`config.mk`:
```
export PLATFORM = sky130hd
export DESIGN_NAME = rope_grab_detector
export DESIGN_NICKNAME = d
export VERILOG_FILES = /design/src/rtl/rope_grab_detector_pkg.sv /design/src/rtl/rope_grab_detector_accumulator.sv /design/src/rtl/rope_grab_detector.sv
export SDC_FILE = /design/constraint.sdc
export NUM_CORES = 1
export LEC_CHECK = 0
export ABC_AREA = 1
export BUFFER_PORTS_ARGS = -buffer_cell sky130_fd_sc_hd__buf_4
export CAP_MARGIN = 10
export CORE_AREA = 2 2 101 103
export DETAILED_ROUTE_END_ITERATION = 7
export DIE_AREA = 0 0 103 105
export PLACE_DENSITY = 0.7
export SYNTH_ARGS = -nofsm -noshare
export SYNTH_HDL_FRONTEND = slang
export SYNTH_HIERARCHICAL = 1
export SYNTH_SLANG_ARGS = --single-unit
```
`constraint.sdc`:
```
create_clock -name clk -period 3.25 [get_ports clk]
set_input_delay 0.65 -clock clk [delete_from_list [all_inputs] [get_ports clk]]
set_output_delay 0.65 -clock clk [all_outputs]
set_load 0.05 [all_outputs]
```
`src/rtl/rope_grab_detector_pkg.sv`:
```
// Shared types for the rope grab detector: FSM states, event codes, coordinate width.
// Latency: n/a (declarations only).
// Backpressure: n/a.
package rope_grab_pkg;

   localparam int COORD_W = 11;

   typedef enum logic {
      IDLE = 1'b0,
      SCAN = 1'b1
   } state_t;

   typedef enum logic {
      EV_GRAB    = 1'b0,
      EV_RELEASE = 1'b1
   } event_t;

endpackage

```
`src/rtl/rope_grab_detector_accumulator.sv`:
```
// Per-frame overlap accumulator: saturating hit counter plus leftmost/topmost hit trackers.
// Latency: one cycle; a hit sampled at an edge is reflected in the outputs after that edge.
// Backpressure: none; clear and hit are sampled every cycle, a hit on a clear cycle seeds the new frame.
module overlap_accumulator
   import rope_grab_pkg::*;
#(
   parameter int CNT_W = 12
) (
   input  logic               clk,
   input  logic               reset,
   input  logic               clear,
   input  logic               hit,
   input  logic [COORD_W-1:0] pixelX,
   input  logic [COORD_W-1:0] pixelY,
   output logic [CNT_W-1:0]   count,
   output logic [COORD_W-1:0] minX,
   output logic [COORD_W-1:0] minY
);

   // Count hits and track the minimum coordinates; clear restarts the frame with the current pixel.
   always_ff @(posedge clk) begin
      if (reset) begin
         count <= '0;
         minX  <= '1;
         minY  <= '1;
      end else if (clear) begin
         count <= hit ? CNT_W'(1) : '0;
         minX  <= hit ? pixelX : '1;
         minY  <= hit ? pixelY : '1;
      end else if (hit) begin
         // Saturate instead of wrapping so a very large overlap never reads as small.
         if (count != '1) begin
            count <= count + CNT_W'(1);
         end
         if (pixelX < minX) begin
            minX <= pixelX;
         end
         if (pixelY < minY) begin
            minY <= pixelY;
         end
      end
   end

endmodule

```
`src/rtl/rope_grab_detector.sv`:
```
// Rope/player overlap detector: per-frame overlap stats, on-rope decision and grab/release events (ROPE_GRAB_HYST_EN adds release hysteresis).
// Latency: frame results and event appear the cycle after the startOfFrame pulse that closes the frame.
// Backpressure: eventReq holds until eventAck; a newer event overwrites a pending one and sets sticky eventOverrun.
module rope_grab_detector
   import rope_grab_pkg::*;
#(
   parameter int OVERLAP_THRESHOLD = 8,
   parameter int CNT_W             = 12,
   parameter int SCREEN_W          = 640,
   parameter int SCREEN_H          = 480
) (
   input  logic               clk,
   input  logic               reset,
   input  logic               startOfFrame,
   input  logic [COORD_W-1:0] pixelX,
   input  logic [COORD_W-1:0] pixelY,
   input  logic               ropeDR,
   input  logic               playerDR,
   output logic               onRope,
   output logic [CNT_W-1:0]   overlapCount,
   output logic [COORD_W-1:0] grabX,
   output logic [COORD_W-1:0] grabY,
   output logic               eventReq,
   output logic               eventType,
   output logic               eventOverrun,
   input  logic               eventAck
);

   localparam logic [COORD_W-1:0] SCR_W = COORD_W'(SCREEN_W);
   localparam logic [COORD_W-1:0] SCR_H = COORD_W'(SCREEN_H);
`ifdef ROPE_GRAB_HYST_EN
   localparam int RELEASE_THRESHOLD = OVERLAP_THRESHOLD / 2;
`endif

   state_t               state;
   event_t               ev_type;
   logic                 hit;
   logic                 commit;
   logic                 new_on;
   logic [CNT_W-1:0]     acc_count;
   logic [COORD_W-1:0]   acc_min_x;
   logic [COORD_W-1:0]   acc_min_y;

   // Qualify overlap pixels; only pixels inside the active area of a frame being scanned count.
   always_comb begin
      hit    = ropeDR & playerDR & (pixelX < SCR_W) & (pixelY < SCR_H) & (state == SCAN);
      commit = (state == SCAN) & startOfFrame;
   end

   // Decide the on-rope level for the frame being closed.
   always_comb begin
      new_on = 1'b0;
`ifdef ROPE_GRAB_HYST_EN
      if (onRope) begin
         new_on = (int'(acc_count) >= RELEASE_THRESHOLD);
      end else begin
         new_on = (int'(acc_count) >= OVERLAP_THRESHOLD);
      end
`else
      new_on = (int'(acc_count) >= OVERLAP_THRESHOLD);
`endif
   end

   overlap_accumulator #(
      .CNT_W (CNT_W)
   ) u_acc (
      .clk    (clk),
      .reset  (reset),
      .clear  (startOfFrame),
      .hit    (hit),
      .pixelX (pixelX),
      .pixelY (pixelY),
      .count  (acc_count),
      .minX   (acc_min_x),
      .minY   (acc_min_y)
   );

   assign eventType = ev_type;

   // Frame FSM, commit registers and event handshake; a new event always beats a same-cycle ack.
   always_ff @(posedge clk) begin
      if (reset) begin
         state        <= IDLE;
         onRope       <= 1'b0;
         overlapCount <= '0;
         grabX        <= '0;
         grabY        <= '0;
         eventReq     <= 1'b0;
         ev_type      <= EV_GRAB;
         eventOverrun <= 1'b0;
      end else begin
         case (state)
            IDLE: begin
               // The partial frame seen before the first boundary is discarded.
               if (startOfFrame) begin
                  state <= SCAN;
               end
            end
            SCAN: begin
               state <= SCAN;
            end
            default: begin
               state <= IDLE;
            end
         endcase

         if (commit) begin
            overlapCount <= acc_count;
            onRope       <= new_on;
            grabX        <= (acc_count != '0) ? acc_min_x : '0;
            grabY        <= (acc_count != '0) ? acc_min_y : '0;
         end

         if (commit && (new_on != onRope)) begin
            if (eventReq && !eventAck) begin
               eventOverrun <= 1'b1;
            end
            eventReq <= 1'b1;
            ev_type  <= new_on ? EV_GRAB : EV_RELEASE;
         end else if (eventReq && eventAck) begin
            eventReq <= 1'b0;
         end
      end
   end

endmodule

```
Word level (Yosys, flattened, before mapping)

Index checks and enable logic that the tools add are counted.

Flip-flop bits (word level): 73
Output and inout port bits: 38
Input port bits: 28

Order comparisons: 5
Reductions and logical operators: 14
Add/subtract/negate cells: 1
Eq/ne operators: 2
Muxes and demuxes: 19
Bitwise logic cells: 6

Operators by type and width:

| cell                                                                           | count |
|---|---|
| 11-bit two-way mux                                                             | 10 |
| 12-bit two-way mux                                                             | 3 |
| 11-bit less-than comparator                                                    | 2 |
| 12-bit by 1-bit adder with 12-bit output, second input constant                | 1 |
| 12-bit by 4-bit >= comparator with 1-bit output, second input constant         | 1 |
| 12-bit != test, second input constant                                          | 1 |
| 12-bit nonzero test                                                            | 1 |
| 11-bit by 10-bit less-than comparator with 1-bit output, second input constant | 1 |
| 11-bit by 9-bit less-than comparator with 1-bit output, second input constant  | 1 |
| 2-bit nonzero test                                                             | 5 |
| 2-bit AND reduction                                                            | 4 |
| 1-bit bitwise AND                                                              | 5 |
| 1-bit two-way mux                                                              | 5 |
| 1-bit logical AND                                                              | 3 |
| 1-bit case mux with 2 select lines                                             | 1 |
| 1-bit zero test                                                                | 1 |
| 1-bit != test                                                                  | 1 |
| 1-bit NOT                                                                      | 1 |

Longest topological paths before layout

Gate-level depths: netlist (run 1).

Depth after elaboration: 6
Gate-level depth with buffers: 12
Depth with buffers taken out: 11

By module

The synthesis (run 1) kept the hierarchy.

Modules (own cells, without submodules):

| module              | times used | cells an instance | area each (µm²) |
|---|---|---|---|
| overlap_accumulator | 1          | 341               | 2248.4 |
| rope_grab_detector  | 1          | 196               | 1537.7 |

Least setup slack after synthesis (run 1)

Ideal clock, no wire load.

Path kind: input -> register
From: input pixelX[8]
To: register u_acc.minY[10]
Data required time: 3.116 ns
Path slack: 1.395 ns
Cell stages on the path: 10
Path buffers: 2
Arrival time: 1.721 ns
Cells stage by stage: nor2_1 -> o22ai_1 -> nor4_1 -> buf_2 -> nand3b_1 -> nor2_1 -> nand3_1 -> buf_2 -> nand3_1 -> nand3_1

Cells in the longest elaborated chain, start to end: 6
Elaborated cells between the ends (all ways): 8

RTL lines:

| what                                                             | RTL line                             | text |
|---|---|---|
| from (decl)                                                      | rope_grab_detector.sv:15             | `input logic [COORD_W-1:0] pixelX,` |
| 11-bit by 10-bit less-than comparator with 1-bit output *        | rope_grab_detector.sv:46             | `hit = ropeDR & playerDR & (pixelX < SCR_W) & (pixelY < SCR_H) & (state == SCAN);` |
| 1-bit bitwise AND * (3 in series)                                | rope_grab_detector.sv:46             |  |
| via hit                                                          | rope_grab_detector.sv:37             | `logic hit;` |
| 11-bit two-way mux / 2-bit nonzero test (equally long branches)  | n/a                                  |  |
| 11-bit two-way mux / 2-bit AND reduction (equally long branches) | n/a                                  |  |
| to (signal assigned)                                             | rope_grab_detector_accumulator.sv:29 | `minY <= hit ? pixelY : '1;` |
| to (signal assigned)                                             | rope_grab_detector_accumulator.sv:39 | `minY <= pixelY;` |
| to (decl)                                                        | rope_grab_detector_accumulator.sv:17 | `output logic [COORD_W-1:0] minY` |

The timed path passes the listed nets; every way through them passes the cells marked *.
A chain may end at the register's enable or synchronous reset.

Final worst setup path (run 1)

From: input pixelY[9]
To: register u_acc.minX[6]

Cells in the longest elaborated chain, start to end: 5
Elaborated cells between the ends (all ways): 7

RTL lines:

| what                                                             | RTL line                             | text |
|---|---|---|
| from (decl)                                                      | rope_grab_detector.sv:16             | `input logic [COORD_W-1:0] pixelY,` |
| 11-bit by 9-bit less-than comparator with 1-bit output *         | rope_grab_detector.sv:46             |  |
| 1-bit bitwise AND * (2 in series)                                | rope_grab_detector.sv:46             |  |
| via hit                                                          | rope_grab_detector.sv:37             |  |
| 11-bit two-way mux / 2-bit nonzero test (equally long branches)  | n/a                                  |  |
| 11-bit two-way mux / 2-bit AND reduction (equally long branches) | n/a                                  |  |
| to (signal assigned)                                             | rope_grab_detector_accumulator.sv:28 | `minX <= hit ? pixelX : '1;` |
| to (signal assigned)                                             | rope_grab_detector_accumulator.sv:36 | `minX <= pixelX;` |
| to (decl)                                                        | rope_grab_detector_accumulator.sv:16 | `output logic [COORD_W-1:0] minX,` |

Marks and branches as above.

==> results of run 1 <==
-- registers in the layout, summed over array words and instances (netlist names) --
register and count:
u_acc/minY 11, u_acc/count 12, u_acc/minX 11, eventType 1
onRope 1, state 1, eventReq 1, grabX 11
eventOverrun 1, overlapCount 12, grabY 11
-- power breakdown --
group / internal (uW) / switching, uW / leakage [uW] / total [uW]
clock: 456 / 361 / 0.000113 / 817
sequential: 936 / 30.5 / 0.000598 / 967
combinational: 114 / 230 / 0.00165 / 344
total: 1510 / 621 / 0.00236 / 2130
-- cells in the mapped netlist (4+ instances only) --
library cell / instances
nand2_1: 116
dfxtp_1: 73
inv_1: 68
nand3_1: 54
nor2_1: 48
a21oi_1: 40
o21ai_0: 33
ha_1: 21
nand2_2: 15
buf_2: 11
clkbuf_1: 10
nor2_2: 8
inv_2: 5
nand3_2: 4
nor2_4: 4
o21ai_1: 4
-- worst min-delay path: cells and delay by family (launching register included) --
family,cells,cell delay [ps]
AO/OA/AOI/OAI,1,50
flip-flops,1,320
buffers and inverters,1,50
-- cell usage in the layout, fill, tap and decap left out, drive strengths merged --
| cell | n |
|---|---|
| clkinv | 2 |
| inv | 74 |
| dfxtp | 73 |
| nand3b | 3 |
| o21ai | 37 |
| nand3 | 58 |
| o21bai | 1 |
| clkbuf | 10 |
| nor2 | 61 |
| xor2 | 3 |
| nor3 | 4 |
| ha | 21 |
| bufinv | 2 |
| and2 | 1 |
| nor4 | 1 |
| nand4 | 5 |
| clkinvlp | 1 |
| o2111ai | 1 |
| nand2 | 131 |
| buf | 70 |
| o22ai | 1 |
| a21oi | 40 |
-- cells by family after synthesis --
group	Yosys count
compound gates	80
xor+xnor	3
fa+ha+maj	21
buf+inv	96
flops	73
simple gates	264
-- stage by stage --
| stage | utilization | hold slack (ps) |
|---|---|---|
| final | 0.477 | 456 |
| after global routing | 0.477 | 497 |
| after CTS | 0.477 | 460 |
| after detailed placement | 0.453 | 448 |
| after global placement | 0.453 | 443 |
| after floorplan | - | 451 |
-- worst paths after layout --
check / endpoint / slack (ps) / cells past startpoint
worst min register to register: eventOverrun / 460 / 2
worst max register to register: u_acc/minX[6] / 970 / 9
worst min-delay path: eventOverrun / 460 / 2
worst max-delay path: u_acc/minX[6] / 940 / 11
-- cell type report --
type	count	area [um^2]	area share
Clock buffer	10	138	0.0299
Clock inverter	6	90.1	0.0196
Inverter	73	274	0.0596
Multi-Input combinational cell	368	1940	0.422
Sequential cell	73	1460	0.318
Tap cell	133	166	0.0362
Timing Repair Buffer	70	526	0.114
-- layer usage --
metal | vias up | wire length, um
li1 | 1824 | -
met1 | 1641 | 4400
met2 | 86 | 4480
met3 | 11 | 390
met4 | 0 | 132
met5 | - | 0
==> reports/qor.yml, run 1 <==
grt_max_degree: 46
ys.flop_type: "dfxtp_1"
finalPower_uw: 2130
grt_use_met1: 0.240
synth.area.mux_share: 0
hp-class: "flop to flop"
dp_hpwl_um: 6910
setup_violations: 0
vias_per_cell: 4.86
yosysWarnings: 6
fin_area_um2: 4600
nNetsFinal: 644
ctsHoldBuffers: 0
syn_avg_cell_area_um2: 7.05
rsz0062_at_grt: "no"
area_growth_syn_to_layout_pct: 21.4
path_clk_slew_ps: 80
start_util: 0.393
synth_top_family_by_area: "simple AND/OR/NAND/NOR gates"
period_share: 0.710
first_iter_violations: 202
die_x_um: 103
drive_above_1_share: 0.212
synth_area_leader_cell: "dfxtp_1"
synth-seq-area-share: 0.386
antenna_left: 0
cts_tree: "yes"
met3_usage: 0.0308
vdd_drop_max_mv: 0.167
diodes: 0
post_cts_buffers: 0
min-delay-start: "eventOverrun"
finalSetupTns_ps: 0
clock-sinks: 73
worst_pin_slew_ps: 875
cp_top_family: "simple AND/OR/NAND/NOR gates"
grt_overflow: 0
dp_cells: 717
worstSetupEndpointType: "flop"
track_usage: 0.183
stdcell_count: 733
hold_viol: 0
p_leak_uw: 0.00236
die_y_um: 105
worstPathRequired_ps: 3520
syn_inst: 537
relSlewSlack: 0.416
synthTopCellsByArea: "dfxtp_1 (39%), nand2_1 (12%), nand3_1 (7.1%)"
slowest_delay_ps: 420
grt_pass1_vias: 3425
dp_slack_ps: 650
clockRootBuffer: "clkbuf_8"
synth_area_um2: 3790
final.setup.worst_slack_ps: 944
top_level_ports: 66
maxCapViolCount: 0
wl_per_cell_um: 12.8
yosys.area_share.simple: 0.327
die-area_um2: 10800
synth_seq_cells: 73
critPathBufInv: 3
grt_use_met2: 0.292
reg2reg_from: "state"
clkLatencyLatePin_ps: 340
fillers: 1006
htree_levels: 3
drcViolationCount: 0
dr.pass1.iters: 6
cp_max_fo: 14
synth_edf_count: 0
grt_first_pass_wirelength_um: 15800
vias: 3562
path_cells: "buf_4 > inv_1 > nand4_1 > nor4_2 > buf_4 > nand3b_1 > nor2_1 > nand3_1 > nand2_1 > nand2_1 > nand3_1"
placeableCoreArea_um2: 9640
crit_start: "pixelY[9]"
synth_compound_area_frac: 0.108
status: "finished, final reports clean"
worstPathArrival_ps: 2580
power.density_nw_per_um2: 463
place_congestion: 0.811
cts_buffers: 9
clock_path_buffers: 2
synth_nets: 586
place_area_um2: 4370
wirelength_um: 9400
finClkSkew_ps: 9.99
async_reset_ff_frac: 0
yosys.area_share.xor_xnor: 0.00694
antenna_found_initial: 0
post-route-min-period_ps: 2310
worstSetupPathType: "primary input to flop"
grt-busiest-layer: "met2"
synthAdderAreaFrac: 0.0694
cp_slowest_cell: "nand2_1"
synth_cell_type_count: 29
synth_top_area_share: 0.386
port_buffers: 65
worst_setup_path_start_kind: "primary input"
post_cts_resized: 0
drv_slew: 0
fmax_mhz: 434
rows: 36
Power figures use the tool's default switching activity.
==> run 2, diff against run 1 <==
Settings changed: PLACE_DENSITY 0.7 to 0.72.
Clock period 3.25 ns to 2.1 ns, I/O delays scaled along.
==> reports/qor.yml, run 2 (synthesis gave the netlist of run 1 again) <==
hold_viol: 0  # unchanged
final_cell_mix: "nand2_1 (116), buf_4 (76), dfxtp_1 (73)"  # was nand2_1 (116), dfxtp_1 (73), buf_4 (70)
relSlewSlack: 0.639  # was 0.416
vias: 3646  # was 3562
die_x_um: 103  # unchanged
drcViolationCount: 0  # unchanged
finalSetupTns_ps: 0  # unchanged
antenna_found_initial: 0  # unchanged
finClkSkew_ps: 9.74  # was 9.99 ps
worstSetupPathType: "flop to flop"  # was primary input to flop
wl_per_cell_um: 12.7  # was 12.8 um
cp_top_family: "simple AND/OR/NAND/NOR gates"  # unchanged
post-route-min-period_ps: 1850
period_share: 0.881
clkLatencyLatePin_ps: 350  # was 340 ps
nNetsFinal: 651  # was 644
grt_pass1_vias: 3487  # was 3425
place_congestion: 0.863  # was 0.811
hp-class: "primary input to flop"  # was flop to flop
setup_violations: 0  # unchanged
top_level_ports: 66  # unchanged
ff_latch_area_um2: 1460  # unchanged
worstPathArrival_ps: 2100  # was 2580 ps
stdcell_count: 739  # was 733
p_leak_uw: 0.00239  # was 0.00236 uW
first_iter_violations: 167  # was 202
htree_levels: 3  # unchanged
crit_top_cell: "nor2_2"
cp_max_fo: 10  # was 14
grt_overflow: 0  # unchanged
track_usage: 0.183  # about the same
die-area_um2: 10800  # unchanged
vias_per_cell: 4.93  # was 4.86
wirelength_um: 9380  # was 9400 um
place_area_um2: 4430  # was 4370 um^2
mostFrequentLayoutCell: "nand2_1"  # unchanged
fmax_mhz: 541
clockRootBuffer: "clkbuf_8"  # unchanged
power.density_nw_per_um2: 677  # was 463 nW/um^2
slowest_delay_ps: 410  # was 420 ps
timing.hold.ws_ps: 336  # was 456 ps
die_y_um: 105  # unchanged
worstSetupEndpointType: "flop"  # unchanged
vdd_drop_max_mv: 0.260  # was 0.167 mV
status: "finished, final reports clean"  # unchanged
start_util: 0.393  # unchanged
worst_pin_slew_ps: 540  # was 875 ps
area_growth_syn_to_layout_pct: 22.2  # was 21.4%
drive_above_1_share: 0.219  # was 0.212
grt_max_degree: 36  # was 46
cts_buffers: 9  # unchanged
worstPathRequired_ps: 2350  # was 3520 ps
ctsHoldBuffers: 0  # unchanged
dp_cells: 724  # was 717
dr.pass1.iters: 4  # was 6
fin_area_um2: 4630  # was 4600 um^2
finalPower_uw: 3130  # was 2130 uW
path_cells: "nand4_1 > nor4_2 > buf_4 > nor2_2 > nor2_4 > nand2_2 > nor2_1 > nor2_2"  # was buf_4 > inv_1 > nand4_1 > nor4_2 > buf_4 > nand3b_1 > nor2_1 > nand3_1 > nand2_1 > nand2_1 > nand3_1
cts_tree: "yes"  # unchanged
drv_slew: 0  # unchanged
placeableCoreArea_um2: 9640  # unchanged
clock-sinks: 73  # unchanged
critPathBufInv: 1  # was 3
rsz0062_at_grt: "no"  # unchanged
top_regs: "overlapCount x12, u_acc/count x12"  # unchanged
port_buffers: 65  # unchanged
grt_first_pass_wirelength_um: 15900  # was 15800 um
post_cts_buffers: 0  # unchanged
clock_path_buffers: 2  # unchanged
multi_input_area_um2: 1940  # unchanged
post_cts_resized: 0  # unchanged
dp_hpwl_um: 7090  # was 6910 um
cp_slowest_cell: "dfxtp_1"  # was nand2_1
fillers: 988  # was 1006
worst_setup_path_start_kind: "flop"  # was primary input
maxCapViolCount: 0  # unchanged
diodes: 0  # unchanged
rows: 36  # unchanged
path_clk_slew_ps: 70  # was 80 ps
antenna_left: 0  # unchanged
-- run 2: power breakdown --
| group | switching [uW] | leakage [uW] | internal [uW] |
|---|---|---|---|
| Clock | 521 | 0.0000981 | 572 |
| Combinational | 358 | 0.00169 | 186 |
| Sequential | 47.4 | 0.000598 | 1450 |
-- run 2: final cells by class --
class / instances / share of cell area
multi-input combinational: 368 / 0.420
sequential: 73 / 0.316
timing repair buffer: 77 / 0.128
inverter: 73 / 0.0592
tap: 133 / 0.0360
clock buffer: 10 / 0.0297
clock inverter: 5 / 0.0122
-- run 2: worst register-to-register path, delay by kind of cell, from the launching register on --
family                 cells  cell delay, ps
buffers and inverters      1             210
flip-flops                 1             410
AND/OR/NAND/NOR            7            1130
-- run 2: final timing paths --
check / cells after the start / to / start / slack, ps
worst max-delay path: 8 / u_acc/count[10] / state / 250
worst min-delay path: 4 / eventReq / eventAck / 340
worst max register to register: 8 / u_acc/count[10] / state / 250
worst min register to register: 2 / eventType / eventType / 470
-- run 2: per-layer routing --
metal  track usage  wire (um)
met5             0          0
met4        0.0695        182
met3        0.0368        458
met2         0.299       4510
met1         0.236       4230
-- run 2: stage by stage --
step | utilization | setup WS, ps
detailed placement | 0.460 | 121
global placement | 0.460 | 171
CTS | 0.480 | 266
floorplan | - | 475
finish | 0.480 | 250
global route | 0.480 | 56.1
